==> config.mk <==
export PLATFORM = sky130hd
export DESIGN_NAME = sprite_motion_controller
export DESIGN_NICKNAME = d
export VERILOG_FILES = /design/src/rtl/sprite_pkg.sv /design/src/rtl/sat_step.sv /design/src/rtl/sprite_motion_controller.sv
export SDC_FILE = /design/constraint.sdc
export NUM_CORES = 1
export LEC_CHECK = 0
export BUFFER_PORTS_ARGS = -buffer_cell sky130_fd_sc_hd__buf_2
export CAP_MARGIN = 20
export CORE_MARGIN = 4
export CORE_UTILIZATION = 40
export DETAILED_ROUTE_END_ITERATION = 16
export HOLD_SLACK_MARGIN = 0.1
export PLACE_DENSITY = 0.63
export RECOVER_POWER = 25
export SYNTH_ARGS = -nofsm -noshare
export SYNTH_HDL_FRONTEND = slang
export SYNTH_SLANG_ARGS = --single-unit
==> constraint.sdc <==
create_clock -name clock -period 6.3 [get_ports clock]
set_clock_uncertainty 0.1 [all_clocks]
set_input_delay 0.945 -clock clock [delete_from_list [all_inputs] [get_ports clock]]
set_output_delay 0.945 -clock clock [all_outputs]
set_load 0.01 [all_outputs]
==> src/rtl/sprite_pkg.sv <==
// Shared sprite geometry, off-screen park coordinate and sequencer state encoding.
// The pixel index selector uses the same dimension constants.
package sprite_pkg;

    localparam int COORD_W      = 19;
    localparam int SCREEN_W     = 640;
    localparam int SCREEN_H     = 480;
    localparam int SHIP_W       = 100;
    localparam int SHIP_H       = 100;
    localparam int BULLET_W     = 20;
    localparam int BULLET_H     = 20;
    localparam int SHIP_SPEED   = 4;
    localparam int BULLET_SPEED = 8;
    localparam int PARK_XY      = 700;

    typedef logic [COORD_W-1:0] coord_t;

    typedef enum logic [1:0] {
        IDLE   = 2'd0,
        SHIP   = 2'd1,
        BULLET = 2'd2,
        COMMIT = 2'd3
    } state_t;

endpackage

==> src/rtl/sat_step.sv <==
// Saturating single-axis step: moves pos by step toward lo (dec) or hi (inc), clamped to [lo, hi].
// Combinational, zero latency; no flow control. Both or neither direction holds pos.
module sat_step
    import sprite_pkg::*;
(
    input  coord_t pos,
    input  coord_t step,
    input  coord_t lo,
    input  coord_t hi,
    input  logic   dec,
    input  logic   inc,
    output coord_t nxt
);

    always_comb begin
        nxt = pos;
        if (dec && !inc) begin
            // Compare before subtracting so an unsigned wrap can never appear.
            if (pos <= lo)
                nxt = lo;
            else if ((pos - lo) >= step)
                nxt = pos - step;
            else
                nxt = lo;
        end else if (inc && !dec) begin
            if (pos >= hi)
                nxt = hi;
            else if ((hi - pos) >= step)
                nxt = pos + step;
            else
                nxt = hi;
        end
    end

endmodule

==> src/rtl/sprite_motion_controller.sv <==
// Per-frame ship/bullet position sequencer: IDLE -> SHIP -> BULLET -> COMMIT on each vsync fall.
// Latency: outputs update 4 cycles after the frame tick; ticks arriving while busy are dropped.
module sprite_motion_controller
    import sprite_pkg::*;
#(
    parameter int SCREEN_W     = sprite_pkg::SCREEN_W,
    parameter int SCREEN_H     = sprite_pkg::SCREEN_H,
    parameter int SHIP_W       = sprite_pkg::SHIP_W,
    parameter int SHIP_H       = sprite_pkg::SHIP_H,
    parameter int BULLET_W     = sprite_pkg::BULLET_W,
    parameter int BULLET_H     = sprite_pkg::BULLET_H,
    parameter int SHIP_SPEED   = sprite_pkg::SHIP_SPEED,
    parameter int BULLET_SPEED = sprite_pkg::BULLET_SPEED,
    parameter int PARK_XY      = sprite_pkg::PARK_XY
) (
    input  logic         clock,
    input  logic         reset,
    input  logic         vsync,
    input  logic         btn_left,
    input  logic         btn_right,
    input  logic         btn_up,
    input  logic         btn_down,
    input  logic         btn_fire,
    output logic [18:0]  min_x,
    output logic [18:0]  min_y,
    output logic [18:0]  min_x_bullet,
    output logic [18:0]  min_y_bullet,
    output logic         bullet_active,
    output logic         busy
);

    localparam coord_t X_MAX      = coord_t'(SCREEN_W - SHIP_W);
    localparam coord_t Y_MAX      = coord_t'(SCREEN_H - SHIP_H);
    localparam coord_t SHIP_X0    = coord_t'((SCREEN_W - SHIP_W) / 2);
    localparam coord_t SHIP_Y0    = coord_t'(SCREEN_H - SHIP_H);
    localparam coord_t SHIP_STEP  = coord_t'(SHIP_SPEED);
    localparam coord_t BUL_STEP   = coord_t'(BULLET_SPEED);
    localparam coord_t BUL_H      = coord_t'(BULLET_H);
    localparam coord_t NOSE_OFFS  = coord_t'((SHIP_W - BULLET_W) / 2);
    localparam coord_t PARK       = coord_t'(PARK_XY);

    state_t state, state_nxt;
    logic   vsync_q, fire_q, fire_pending;
    logic   frame_tick, fire_edge;
    logic   ld_ship, ld_bullet, do_commit;

    coord_t ship_x_w, ship_y_w, bul_x_w, bul_y_w;
    logic   bul_act_w;
    coord_t ship_x_nxt, ship_y_nxt, bul_x_nxt, bul_y_nxt;
    logic   bul_act_nxt, spawn;

    assign frame_tick = vsync_q && !vsync;
    assign fire_edge  = btn_fire && !fire_q;

    always_ff @(posedge clock or posedge reset) begin
        if (reset)
            state <= IDLE;
        else
            state <= state_nxt;
    end

    always_comb begin
        state_nxt = state;
        case (state)
            IDLE:    if (frame_tick) state_nxt = SHIP;
            SHIP:    state_nxt = BULLET;
            BULLET:  state_nxt = COMMIT;
            COMMIT:  state_nxt = IDLE;
            default: state_nxt = IDLE;
        endcase
    end

    always_comb begin
        ld_ship   = (state == SHIP);
        ld_bullet = (state == BULLET);
        do_commit = (state == COMMIT);
    end

    sat_step u_step_x (
        .pos (min_x),
        .step(SHIP_STEP),
        .lo  ('0),
        .hi  (X_MAX),
        .dec (btn_left),
        .inc (btn_right),
        .nxt (ship_x_nxt)
    );

    sat_step u_step_y (
        .pos (min_y),
        .step(SHIP_STEP),
        .lo  ('0),
        .hi  (Y_MAX),
        .dec (btn_up),
        .inc (btn_down),
        .nxt (ship_y_nxt)
    );

    // Bullet works from the committed position and the freshly computed ship position.
    always_comb begin
        bul_x_nxt   = min_x_bullet;
        bul_y_nxt   = min_y_bullet;
        bul_act_nxt = bullet_active;
        spawn       = 1'b0;
        if (bullet_active) begin
            if (min_y_bullet < BUL_STEP) begin
                bul_act_nxt = 1'b0;
                bul_x_nxt   = PARK;
                bul_y_nxt   = PARK;
            end else begin
                bul_y_nxt = min_y_bullet - BUL_STEP;
            end
        end else if (fire_pending) begin
            spawn       = 1'b1;
            bul_act_nxt = 1'b1;
            bul_x_nxt   = ship_x_w + NOSE_OFFS;
            bul_y_nxt   = (ship_y_w >= BUL_H) ? (ship_y_w - BUL_H) : '0;
        end
    end

    always_ff @(posedge clock or posedge reset) begin
        if (reset) begin
            vsync_q       <= 1'b1;
            fire_q        <= 1'b0;
            fire_pending  <= 1'b0;
            busy          <= 1'b0;
            ship_x_w      <= SHIP_X0;
            ship_y_w      <= SHIP_Y0;
            bul_x_w       <= PARK;
            bul_y_w       <= PARK;
            bul_act_w     <= 1'b0;
            min_x         <= SHIP_X0;
            min_y         <= SHIP_Y0;
            min_x_bullet  <= PARK;
            min_y_bullet  <= PARK;
            bullet_active <= 1'b0;
        end else begin
            vsync_q <= vsync;
            fire_q  <= btn_fire;
            busy    <= (state_nxt != IDLE);

            // A new edge in the spawn cycle survives the clear and fires next frame.
            if (ld_bullet && spawn)
                fire_pending <= 1'b0;
            if (fire_edge && !bullet_active)
                fire_pending <= 1'b1;

            if (ld_ship) begin
                ship_x_w <= ship_x_nxt;
                ship_y_w <= ship_y_nxt;
            end
            if (ld_bullet) begin
                bul_x_w   <= bul_x_nxt;
                bul_y_w   <= bul_y_nxt;
                bul_act_w <= bul_act_nxt;
            end
            if (do_commit) begin
                min_x         <= ship_x_w;
                min_y         <= ship_y_w;
                min_x_bullet  <= bul_x_w;
                min_y_bullet  <= bul_y_w;
                bullet_active <= bul_act_w;
            end
        end
    end

endmodule

# Word-level counts from Yosys, hierarchy flattened
# Cells that the tools add are included.
[totals] inputBits=8 register_bits=160
[op_classes] eq_ne=3 n_mux=27 magnitude_cmp=10 reduce_logical=18 n_addsub=9
[op_table] cell="$mux W19" count=19
[op_table] cell="$ge A19 B3 Y1 const B" count=4
[op_table] cell="$add A19 B3 Y19 const B" count=2
[op_table] cell="$le A19 B1 Y1 const B" count=2
[op_table] cell="$sub A19 B3 Y19 const B" count=2
[op_table] cell="$add A19 B6 Y19 const B" count=1
[op_table] cell="$ge A19 B10 Y1 const B" count=1
[op_table] cell="$ge A19 B5 Y1 const B" count=1
[op_table] cell="$ge A19 B9 Y1 const B" count=1
[op_table] cell="$lt A19 B4 Y1 const B" count=1
[op_table] cell="$sub A10 B19 Y19 const A" count=1
[op_table] cell="$sub A19 B4 Y19 const B" count=1
[op_table] cell="$sub A19 B5 Y19 const B" count=1
[op_table] cell="$sub A9 B19 Y19 const A" count=1
[op_table] cell="$logic_and A1 B1 Y1" count=8
[op_table] cell="$pmux W2 S4" count=1
[op_table] cell="$logic_not A1 Y1" count=7
[op_table] cell="$mux W1" count=6
[op_table] cell="$eq A2 B2 Y1 const B" count=2
[op_table] cell="$reduce_bool A2 Y1" count=2
[op_table] cell="$eq A2 B1 Y1 const B" count=1
[op_table] cell="$logic_not A2 Y1" count=1
[op_table] cell="$mux W2" count=1

# Logic depth before layout (Yosys ltp)
[logic_depth] ltp_word=6 depth_mapped=10

# By module
# Synthesis repeated with hierarchy kept, for this count alone.
[hier_totals] cells_unflattened=2105 area_unflattened_um2=17918.4
[modules_own_cells] module="sprite_motion_controller" n_inst=1 area_each_um2=7434.6 cells_per_inst=617
[modules_own_cells] module="sat_step (u_step_y)" n_inst=1 area_each_um2=5246.3 cells_per_inst=721
[modules_own_cells] module="sat_step (u_step_x)" n_inst=1 area_each_um2=5237.5 cells_per_inst=767

# Worst setup path after synthesis
# OpenSTA, ideal clock, no wires.
[synth_timing] path_type="reg-to-reg" start="register min_x[14]" end="register ship_x_w[6]" path_slack_ps=3212 path_stages_with_launch=10 arrival_time_ps=2851 synth_period_minus_slack_ps=3088 path_buffers=2 setup_ps=136 t_required_ps=6064 path_cell_list="dfrtp_1 -> buf_6 -> or4_4 -> or4_4 -> a211oi_2 -> o22ai_1 -> or4_4 -> a21oi_2 -> buf_6 -> o221ai_2"
[synth_via] elab_chain_len=6 elab_cells_between_ends=11
[synth_lines] item="start, declared" line_no="sprite_motion_controller.sv:24" text="output logic [18:0] min_x,"
[synth_lines] item="start signal, assigned" line_no="sprite_motion_controller.sv:158" text="min_x <= ship_x_w;"
[synth_lines] item="$sub A10 B19 Y19" line_no="sat_step.sv:28" text="else if ((hi - pos) >= step)"
[synth_lines] item="$ge A19 B3 Y1" line_no="sat_step.sv:28"
[synth_lines] item="$mux W19" line_no="sat_step.sv:28"
[synth_lines] item="$mux W19" line_no="sat_step.sv:26" text="if (pos >= hi)"
[synth_lines] item="$mux W19" line_no="sat_step.sv:25" text="end else if (inc && !dec) begin"
[synth_lines] item="$mux W19 (*)" line_no="sat_step.sv:17" text="if (dec && !inc) begin"
[synth_lines] item="end signal, assigned" line_no="sprite_motion_controller.sv:149" text="ship_x_w <= ship_x_nxt;"
[synth_lines] item="end, declared" line_no="sprite_motion_controller.sv:47" text="coord_t ship_x_w, ship_y_w, bul_x_w, bul_y_w;"
# Mark *: on every way between the ends. The rest lies on a longest branch, timed or not.
# A chain may end at the register's enable or synchronous reset.

==> flow_summary.toml <==
[status]
outcome = "finished, violations left"
violations = "capacitance limit, slew limit"

[sta]
finalSetupTns_ps = 0
final_max_slew_viol_count = 99
period_share_pct = 63.2
relSlewSlack_pct = -180
fmax_ghz = 0.251
hold_viol = 0
tightest_slew_ps = 4180
worst_slack_ps = 2320
finalCriticalPeriod_ps = 3980
setup_violations = 0
rsz0062_at_grt = "no"

[setup_path]
startpoint = "reset"
crit_type = "in2async"
critical_path_required_ps = 6660
cp.arrival_ps = 4340
rrSetupSlack_ps = 2740
crit_path_end_kind = "async pin"
critPathLaunchType = "input pin"
timing.rr.start = "min_x[11]$_DFFE_PP0N_"
path_max_fanout = 98

[min_path]
hold_class = "reg2reg"
hp-start = "bul_y_w[2]$_DFFE_PP1P_"

[clock_network]
htree_levels = 4
cts_sinks = 160
post_cts_buffers = 0
clk_latency_ps = 430
path_clk_slew_ps = 60
root_buffer = "clkbuf_16"
numCtsBuffers = 17
clk_path_buf_depth = 2
holdBufCountCts = 0
ctsResizeCount = 0
cts_tree = "built"

[cells_and_area]
multi_input_area_sq_um = 5320
nFillCells = 2379
nets = 1130
seq_area_sq_um = 4060
area_delta_synth_final_pct = 12.3
final_cells = 1444
fin_util_pct = 45.7
antenna_cells = 0
final_layout_size_suffix_gt1_share_pct = 22.4

[place]
dp.cells = 1412
gp_congestion = 0.917
io_buffers = 85
pre_cts_slack_ps = 2760
dp_hpwl_mm = 18.2

[synth]
synth_ff_type = "dfrtp_1"
synth.most_common_cell = "dfrtp_1"
synth_area_leaders = "dfrtp_1 29%, dfstp_2 12%, mux2_2 7.4%"
ys_types = 70
ys_ff_latch = 160
syn_nets = 1099
synth_area_per_cell_sq_um = 9.16
seq_area_frac_synth_pct = 41.2
synth_top_area_share_pct = 29.2
synth_cells = 1076
syn-cell-area_sq_um = 9860
synth_common_cells = "115 x dfrtp_1, 82 x nor2_1, 76 x nand2_1, 74 x o21ai_0, 72 x clkbuf_1"
yosysTopAreaCell = "dfrtp_1"
synthArstFlopShare_pct = 100
synth_edf_count = 0
yosys_warnings = 0

[drt]
vias = 8396
dr.first_iter.drc_count = 770
wire_per_inst_microns = 18.3
drc_errors = 0
postRouteAntennaNets = 0
viasPerCell = 5.81
drt-pass1-iter-count = 5
routed_wl_mm = 26.4

[floorplan]
dieArea_sq_um = 27200
initial_core_util_pct = 40.7
die_y_microns = 165
fp-row-count = 57
core_area_sq_um = 24200
die-width_microns = 165
ios = 86

[global_routing]
grt_max_degree = 99
grt_pass1_wl_mm = 43.4
grt_overflow = 0
grt_pass1_vias = 7952
antenna_found_initial = 0
grt_usage_pct = 19.7

[power]
swShare_pct = 43.5
p_comb_share_pct = 45.9
clockPowerShare_pct = 18.1
power.density_nw_per_um2 = 570
power_switching_mw = 2.74
p_int_mw = 3.57
power_mw = 6.31
power.leakage_nw = 4.43
power_frac_seq_pct = 36.0
ir_drop_uv = 238

[job]
maxCapViolCount = 1
-- area by class of cell --
class	instances	share of cell area (%)
multi-input cells	792	48.0
inverters	44	1.50
flip-flops and latches	160	36.7
repair buffers	92	4.31
clock inverters	10	1.65
clock buffers	22	4.19
well taps	324	3.66
-- state kept, by name, summed over array words and instances (netlist names) --
name / cells
ship_x_w: 19
min_x: 19
bul_y_w: 19
bullet_active: 1
fire_pending: 1
bul_act_w: 1
bul_x_w: 19
vsync_q: 1
min_x_bullet: 19
min_y_bullet: 19
min_y: 19
fire_q: 1
busy: 1
state: 2
ship_y_w: 19
-- cell families (layout without fill, tap and decap cells) --
logic type | after synthesis | after routing | synth area share [%]
muxes | 74 | 74 | 8.34
adders and majority gates | 15 | 15 | 1.90
and+or+nand+nor | 338 | 338 | 17.2
AOI/OAI and AO/OA | 293 | 293 | 20.1
DFF | 160 | 160 | 41.2
xor gates and xnor gates | 72 | 72 | 6.40
buffers and inverters | 124 | 168 | 4.91
-- cells in the final DEF (no fill, tap or decap), types with 9 or more instances in the layout --
cell	netlist	routed
nor3_1	42	42
nand3_1	29	29
nand2_1	76	76
buf_2	0	84
nor2b_1	13	13
ha_1	15	14
dfrtp_1	115	115
a31oi_1	23	23
o221ai_1	11	11
dfstp_2	45	45
o21a_1	9	9
nor4_1	16	16
xnor2_1	43	43
o21ai_0	74	74
mux2i_1	9	9
o211ai_1	16	16
or3_1	18	18
a21oi_1	54	54
xor2_1	29	29
a2bb2oi_1	10	10
clkbuf_16	0	17
mux2_2	65	65
nand4_1	12	12
o31ai_1	13	13
inv_1	44	43
nor2_1	82	82
-- per-stage QoR --
stage | hold slack, ps | cell area (sq um)
finish | 367 | 11100
global route | 386 | 11100
CTS | 370 | 11100
detailed placement | 359 | 10400
global placement | 355 | 10400
floorplan | 346 | 9860
-- critical path, stage by stage --
cell        delay [ps]
buf_2              100
clkinvlp_2        2290
buf_4              950
-- routing by layer --
metal  global-route usage (%)  vias up  part of all wire, %  routed length, microns
met1                     30.2     4105                   49                   12900
met5                        0        -                    0                       0
met3                     4.22       21                  6.8                    1810
met4                     4.27        0                 0.87                     231
li1                         -     3996                    -                       -
met2                     28.5      274                   43                   11500
-- path summary, 6_finish.rpt --
path,endpoint,depth (start not counted)
worst min register to register,bul_y_w[2]$_DFFE_PP1P_,2
worst min-delay path,bul_y_w[2]$_DFFE_PP1P_,2
min in group asynchronous,bul_y_w[12]$_DFFE_PP0P_,2
worst max register to register,ship_x_w[6]$_DFFE_PP0N_,7
max in group clock,ship_x_w[6]$_DFFE_PP0N_,7
worst max-delay path,min_x[7]$_DFFE_PP0N_,3
-- power groups by stage --
stage          Sequential, mW  Clock [mW]  Combinational [mW]
3_5_place_dp             2.28           0                2.89
3_3_place_gp             2.26           0                2.86
2_1_floorplan            2.01           0                2.30
5_1_grt                  2.36        1.21                3.25
4_1_cts                  2.26        1.16                2.91
6_report                 2.27        1.14                2.90
(Power assumes the default switching activity.)
